[config.mk]
export PLATFORM = sky130hd
export DESIGN_NAME = zoom_coord_gen
export DESIGN_NICKNAME = d
export VERILOG_FILES = /design/src/rtl/zoom_pkg.sv /design/src/rtl/zoom_step_div.sv /design/src/rtl/zoom_coord_gen.sv
export SDC_FILE = /design/constraint.sdc
export NUM_CORES = 1
export LEC_CHECK = 0
export CAP_MARGIN = 30
export CORE_ASPECT_RATIO = 1.1
export CORE_MARGIN = 2
export CORE_UTILIZATION = 40
export DETAILED_ROUTE_END_ITERATION = 10
export HOLD_SLACK_MARGIN = 0.05
export PLACE_DENSITY = 0.65
export SLEW_MARGIN = 25
export SYNTH_ARGS = -nofsm -noshare
export SYNTH_HDL_FRONTEND = slang
export SYNTH_SLANG_ARGS = --single-unit
[constraint.sdc]
create_clock -name i_Sys_clk -period 7.3 [get_ports i_Sys_clk]
set_input_delay 1.46 -clock i_Sys_clk [delete_from_list [all_inputs] [get_ports i_Sys_clk]]
set_output_delay 1.46 -clock i_Sys_clk [all_outputs]
set_load 0.005 [all_outputs]
[src/rtl/zoom_pkg.sv]
// Shared constants and FSM encoding for the zoom coordinate generator.
package zoom_pkg;
  localparam int SCALE_W      = 12;
  localparam int SCALE_MIN    = 100;
  localparam int SCALE_MAX    = 400;
  localparam int FRAC_BITS    = 16;
  localparam int DIV_DIVIDEND = 6553600;
  localparam int DIV_ITER     = 23;
  localparam int DIVIDEND_W   = 23;
  localparam int QUOT_W       = 17;

  typedef enum logic [1:0] {
    ST_IDLE = 2'd0,
    ST_DIV  = 2'd1,
    ST_ORG  = 2'd2,
    ST_RUN  = 2'd3
  } state_e;
endpackage

[src/rtl/zoom_step_div.sv]
// Restoring divider, one quotient bit per clock; the start cycle already
// performs the first iteration so the result is ready DIV_ITER cycles later.
module zoom_step_div
  import zoom_pkg::*;
(
  input  logic                  i_Sys_clk,
  input  logic                  i_Rst,
  input  logic                  i_Start,
  input  logic [DIVIDEND_W-1:0] i_Dividend,
  input  logic [SCALE_W-1:0]    i_Divisor,
  output logic [QUOT_W-1:0]     o_Quotient,
  output logic                  o_Done
);
  localparam int CNT_W = $clog2(DIV_ITER + 1);

  typedef struct packed {
    logic [SCALE_W-1:0]    rem;
    logic [DIVIDEND_W-1:0] qd;
  } div_st_t;

  function automatic div_st_t div_iter(input div_st_t s, input logic [SCALE_W-1:0] d);
    logic [SCALE_W:0] trial;
    div_st_t          r;
    trial = {s.rem, s.qd[DIVIDEND_W-1]};
    if (trial >= {1'b0, d}) begin
      r.rem = SCALE_W'(trial - {1'b0, d});
      r.qd  = {s.qd[DIVIDEND_W-2:0], 1'b1};
    end else begin
      r.rem = trial[SCALE_W-1:0];
      r.qd  = {s.qd[DIVIDEND_W-2:0], 1'b0};
    end
    return r;
  endfunction

  div_st_t            init_st;
  div_st_t            st_p0;
  logic [SCALE_W-1:0] divisor_r;
  logic [CNT_W-1:0]   cnt;
  logic               busy;

  assign init_st    = '{rem: '0, qd: i_Dividend};
  assign o_Quotient = st_p0.qd[QUOT_W-1:0];

  always_ff @(posedge i_Sys_clk) begin
    if (i_Start) begin
      st_p0     <= div_iter(init_st, i_Divisor);
      divisor_r <= i_Divisor;
    end else if (busy) begin
      st_p0 <= div_iter(st_p0, divisor_r);
    end
  end

  always_ff @(posedge i_Sys_clk or posedge i_Rst) begin
    if (i_Rst) begin
      busy   <= 1'b0;
      cnt    <= '0;
      o_Done <= 1'b0;
    end else begin
      o_Done <= 1'b0;
      if (i_Start) begin
        busy <= 1'b1;
        cnt  <= CNT_W'(1);
      end else if (busy) begin
        cnt <= cnt + CNT_W'(1);
        if (cnt == CNT_W'(DIV_ITER - 1)) begin
          busy   <= 1'b0;
          o_Done <= 1'b1;
        end
      end
    end
  end
endmodule

[src/rtl/zoom_coord_gen.sv]
// Per-frame zoom step/origin computation and raster-order fractional
// source-coordinate generation for the line-buffer interpolation stage.
module zoom_coord_gen
  import zoom_pkg::*;
#(
  parameter int H_ACTIVE  = 640,
  parameter int V_ACTIVE  = 512,
  parameter int FRAC_BITS = zoom_pkg::FRAC_BITS,
  parameter int COORD_W   = 11,
  parameter int OFRAC_W   = 8
) (
  input  logic               i_Sys_clk,
  input  logic               i_Rst,
  input  logic [SCALE_W-1:0] i_Cmd_scaler,
  input  logic               i_Frame_start,
  input  logic               i_Pix_req,
  output logic               o_Ready,
  output logic               o_Coord_valid,
  output logic [COORD_W-1:0] o_Src_x,
  output logic [COORD_W-1:0] o_Src_y,
  output logic [OFRAC_W-1:0] o_Frac_x,
  output logic [OFRAC_W-1:0] o_Frac_y,
  output logic               o_Line_end,
  output logic               o_Frame_end,
  output logic               o_Req_drop
);
  localparam int ACC_W  = COORD_W + FRAC_BITS;
  localparam int PROD_W = ACC_W + 1;
  localparam int PIX_W  = $clog2(H_ACTIVE);
  localparam int LINE_W = $clog2(V_ACTIVE);
  localparam logic [QUOT_W-1:0] STEP_ONE = QUOT_W'(1 << FRAC_BITS);

  function automatic logic [SCALE_W-1:0] clamp_scale(input logic [SCALE_W-1:0] s);
    if (s < SCALE_W'(SCALE_MIN)) return SCALE_W'(SCALE_MIN);
    if (s > SCALE_W'(SCALE_MAX)) return SCALE_W'(SCALE_MAX);
    return s;
  endfunction

  // Half of the source span left uncovered by the zoomed window, truncated.
  function automatic logic [ACC_W-1:0] half_span(input int unsigned n,
                                                 input logic [QUOT_W-1:0] step);
    logic [PROD_W-1:0] prod;
    prod = PROD_W'(n) * PROD_W'(STEP_ONE - step);
    return prod[PROD_W-1:1];
  endfunction

  state_e              state, state_nxt;
  logic [SCALE_W-1:0]  scale_c;
  logic [QUOT_W-1:0]   div_q;
  logic                div_done;
  logic [QUOT_W-1:0]   step_r;
  logic [ACC_W-1:0]    x0_c, y0_c, x0_r, y0_r;
  logic [ACC_W-1:0]    acc_x_p0, acc_y_p0;
  logic [PIX_W-1:0]    pix_cnt;
  logic [LINE_W-1:0]   line_cnt;
  logic                vld_p0, last_pix, last_line;

  assign scale_c   = clamp_scale(i_Cmd_scaler);
  assign x0_c      = half_span(H_ACTIVE, step_r);
  assign y0_c      = half_span(V_ACTIVE, step_r);
  assign last_pix  = (pix_cnt == PIX_W'(H_ACTIVE - 1));
  assign last_line = (line_cnt == LINE_W'(V_ACTIVE - 1));

  zoom_step_div u_div (
    .i_Sys_clk  (i_Sys_clk),
    .i_Rst      (i_Rst),
    .i_Start    (i_Frame_start),
    .i_Dividend (DIVIDEND_W'(DIV_DIVIDEND)),
    .i_Divisor  (scale_c),
    .o_Quotient (div_q),
    .o_Done     (div_done)
  );

  always_ff @(posedge i_Sys_clk or posedge i_Rst) begin
    if (i_Rst) state <= ST_IDLE;
    else       state <= state_nxt;
  end

  always_comb begin
    state_nxt = state;
    if (i_Frame_start) begin
      state_nxt = ST_DIV;
    end else begin
      case (state)
        ST_IDLE: state_nxt = ST_IDLE;
        ST_DIV:  if (div_done) state_nxt = ST_ORG;
        ST_ORG:  state_nxt = ST_RUN;
        ST_RUN:  if (vld_p0 && last_pix && last_line) state_nxt = ST_IDLE;
        default: state_nxt = ST_IDLE;
      endcase
    end
  end

  // A coincident frame start wins over the request.
  always_comb begin
    o_Ready = (state == ST_RUN);
    vld_p0  = o_Ready && i_Pix_req && !i_Frame_start;
  end

  // Stage p0: step/origin registers and raster accumulators.
  always_ff @(posedge i_Sys_clk or posedge i_Rst) begin
    if (i_Rst) begin
      step_r   <= STEP_ONE;
      x0_r     <= '0;
      y0_r     <= '0;
      acc_x_p0 <= '0;
      acc_y_p0 <= '0;
      pix_cnt  <= '0;
      line_cnt <= '0;
    end else begin
      if (div_done) step_r <= div_q;
      if (state == ST_ORG) begin
        x0_r     <= x0_c;
        y0_r     <= y0_c;
        acc_x_p0 <= x0_c;
        acc_y_p0 <= y0_c;
        pix_cnt  <= '0;
        line_cnt <= '0;
      end else if (vld_p0) begin
        if (last_pix) begin
          pix_cnt  <= '0;
          line_cnt <= line_cnt + LINE_W'(1);
          acc_x_p0 <= x0_r;
          acc_y_p0 <= acc_y_p0 + ACC_W'(step_r);
        end else begin
          pix_cnt  <= pix_cnt + PIX_W'(1);
          acc_x_p0 <= acc_x_p0 + ACC_W'(step_r);
        end
      end
    end
  end

  // Stage p1: registered coordinate outputs.
  always_ff @(posedge i_Sys_clk or posedge i_Rst) begin
    if (i_Rst) begin
      o_Coord_valid <= 1'b0;
      o_Line_end    <= 1'b0;
      o_Frame_end   <= 1'b0;
      o_Req_drop    <= 1'b0;
      o_Src_x       <= '0;
      o_Src_y       <= '0;
      o_Frac_x      <= '0;
      o_Frac_y      <= '0;
    end else begin
      o_Coord_valid <= vld_p0;
      o_Line_end    <= vld_p0 && last_pix;
      o_Frame_end   <= vld_p0 && last_pix && last_line;
      o_Req_drop    <= i_Pix_req && !vld_p0;
      if (vld_p0) begin
        o_Src_x  <= acc_x_p0[ACC_W-1 -: COORD_W];
        o_Src_y  <= acc_y_p0[ACC_W-1 -: COORD_W];
        o_Frac_x <= acc_x_p0[FRAC_BITS-1 -: OFRAC_W];
        o_Frac_y <= acc_y_p0[FRAC_BITS-1 -: OFRAC_W];
      end
    end
  end
endmodule

==> results.toml <==
[floorplan]
coreArea_mm2 = 0.0306
dieWidth_um = 172
num_io_pins = 59
initial_core_util_pct = 40.8
fp-row-count = 67
die_y_um = 189
die_area_mm2 = 0.0326

[critical_path]
critPathArrivalTime_ns = 4.69
path_cells = "buf_2 -> buf_4 -> inv_2 -> nand3_2 -> buf_4 -> or4_1 -> buf_4 -> inv_2 -> and3_1 -> a21oi_1 -> a311oi_1 -> a21oi_1 -> a211oi_2"
worstSetupPathType = "primary input to flop"
critPathLaunchType = "primary input"
r2r-start = "step_r[2]"
crit_fanout = 54
r2r_cells = 15
slowest_stage = "or4_1"
critPathMaxStageDelay_ns = 0.56
worstReg2RegEnd = "x0_r[25]"
cp_common_cell = "buf_4"
cp-end-kind = "flop"
critical_path_required_ns = 7.73
ff2ff_setup_slack_ns = 3.05

[power_and_ir_drop]
seqPwrFrac_pct = 38.3
p_sw_mw = 1.49
switching_share_pct = 33.5
ir_worst_vdd_v = 0.000186
power.share.clock_pct = 29.4
powerDensity_mw_per_mm2 = 311
pwr-share-comb_pct = 32.3
total_leakage_power_nw = 6.30
p_int_mw = 2.96

[sta]
slew_headroom_pct = 40.9
slew_violations = 0
rsz0062_at_grt = "no"
hold_viol_final = 0
tns_ns = 0
skew_ns = 0.0161
worstMarginPinSlew_ns = 0.886
fmaxAchievable_mhz = 234
period_share_pct = 58.4
setup_viol = 0
min_period_ns = 4.27
fin_hold_ws_ns = 0.473

[detailed_routing]
vias = 9766
firstDrtPassIters = 5
antenna_left = 0
via_per_inst = 5.42
drc = 0
drt_iter0_drc = 547
wl_per_cell_um = 16.2
routed_wl_mm = 29.1

[placement]
post-dp-hpwl_mm = 20.0
gp_congestion = 0.862
port_buffers = 58
placed_cell_area_mm2 = 0.0134
placed_cells = 1759

[synth]
synth_most_common_cell = "nand2_1"
synth.cell_area_mm2 = 0.0125
synthFlopType = "dfrtp_1"
synth_top_cell_area_share_pct = 32.3
ys_seq_area_share_pct = 43.8
async_flop_share_pct = 77.5
synth_edf_count = 47
yosys-top-cells-count = "218 x nand2_1, 161 x dfrtp_1, 89 x nor2_1, 75 x a21oi_1, 75 x ha_1"
yosysWarnings = 0
synthDistinctLibCells = 84
synth.avg_cell_area_um2 = 9.34
synth-seq-cells = 209
synth_top_area_cell = "dfrtp_1"
postSynthCellCount = 1336
synth_area_leaders = "dfrtp_1 32%, edfxtp_1 11%, ha_1 7.5%"

[clock_tree]
ctsHtreeMaxLevel = 1
cts.clk_slew.worst_paths_ns = 0.06
cts_tree = "yes"
clkLatencyLatePin_ns = 0.52
postCtsSetupBuffers = 0
clockRootBuffer = "clkbuf_16"
cts_resized = 0
numCtsBuffers = 24
clock_path_buffers = 3
holdBufCountCts = 0
numClockSinks = 209

[finish]
area_delta_synth_final_pct = 14.5
multi_input_area_mm2 = 0.00659
nFillCells = 2899
design_area_mm2 = 0.0143
drive_gt1_share_pct = 7.49
final_nets = 1466
diodes = 0
utilization_pct = 46.7
register_area_mm2 = 0.00547
stdcell_count = 1802

[min_path]
hold_path_startpoint = "o_Frac_x[0]"
hold_path_end = "o_Frac_x[0]"
hold_path_depth = 2
hold_path_class = "flop to flop"

[grt]
first_global_vias = 9505
grt-ovfl-total = 0
antenna_found_initial = 0
grt_max_degree = 100
track_usage_pct = 18.2
grt_first_pass_wirelength_mm = 48.7

[job]
cap_violations = 0

[status]
status = "complete, no violations"
## routing by layer
layer  up-vias  track usage, %  wire, µm
li1       4804               -         -
met1      4736            24.6     13500
met2       165            30.5     13700
met3        61            2.34      1030
met4         0            5.46       900
met5         -               0         0
## per-stage QoR
step / power [mW] / setup slack (ns)
6_report: 4.44 / 3.03
5_1_grt: 4.74 / 2.56
2_1_floorplan: 2.65 / 1.47
4_1_cts: 4.48 / 3.04
3_5_place_dp: 3.15 / 2.48
3_3_place_gp: 3.12 / 2.59
## layout by cell type, fill, tap and decap left out, drive strengths merged, types with 18 or more instances in the layout
master,instances
a21oi,76
clkbuf,32
nor3,40
dfrtp,161
mux2,20
nor2,90
clkdlybuf4s50,57
xor2,43
a211oi,18
edfxtp,47
ha,75
nand2,218
a31oi,19
inv,55
nand3,33
nor2b,35
xnor2,48
o21ai,75
a21o,19
## how the worst max path moves through the flow
stage | from | endpoint | slack, ns | depth (start not counted)
after floorplan | i_Rst | acc_x_p0[0] | 1.47 | 1
after global placement | i_Frame_start | acc_y_p0[19] | 2.59 | 13
after detailed placement | i_Frame_start | acc_y_p0[19] | 2.48 | 13
final | i_Frame_start | acc_y_p0[19] | 3.03 | 13
after CTS | i_Frame_start | acc_y_p0[19] | 3.04 | 13
after global routing | step_r[2] | x0_r[24] | 2.56 | 15
## critical path: cells and delay by family
kind | cells | cell delay [ns]
AO/OA/AOI/OAI | 4 | 0.70
AND/OR/NAND/NOR | 3 | 0.93
buffers and inverters | 6 | 1.54
## layout make-up
| class | instances | share of cell area [%] |
|---|---|---|
| tap | 414 | 3.62 |
| clock inverter | 11 | 1.32 |
| multi-input combinational | 1014 | 46.1 |
| clock buffer | 32 | 4.70 |
| inverter | 55 | 1.50 |
| timing repair buffer | 67 | 4.50 |
| sequential | 209 | 38.2 |
## state kept, by name, indices dropped and copies added, names as in the netlist
name              cells
acc_x_p0             27
acc_y_p0             27
line_cnt              9
o_Coord_valid         1
o_Frac_x              8
o_Frac_y              8
o_Frame_end           1
o_Line_end            1
o_Req_drop            1
o_Src_x              11
o_Src_y              11
pix_cnt              10
state                 2
step_r               17
u_div.busy            1
u_div.cnt             5
u_div.divisor_r      12
u_div.o_Done          1
u_div.o_Quotient     17
u_div.st_p0          18
x0_r                 21
## kinds of logic (layout without fill, tap and decap cells)
group           count (synthesis)  after routing  share of synthesized area, %
compound gates                305            305                          16.2
xor+xnor                       91             91                          6.38
fa+ha+maj                      79             79                          8.16
buf+inv                       115            165                          3.60
flops                         209            209                          43.8
mux                            34             34                          2.93
other cells                     1              3                        0.0300
simple gates                  502            502                          19.0
## power groups by stage
stage | clock network (mW) | registers [mW] | logic [mW]
after global placement | 0 | 1.72 | 1.40
after detailed placement | 0 | 1.72 | 1.43
after CTS | 1.33 | 1.70 | 1.44
after global routing | 1.38 | 1.74 | 1.62
final | 1.31 | 1.70 | 1.44
after floorplan | 0 | 1.64 | 1.00
Note: power is estimated with default switching activity, not from simulation.
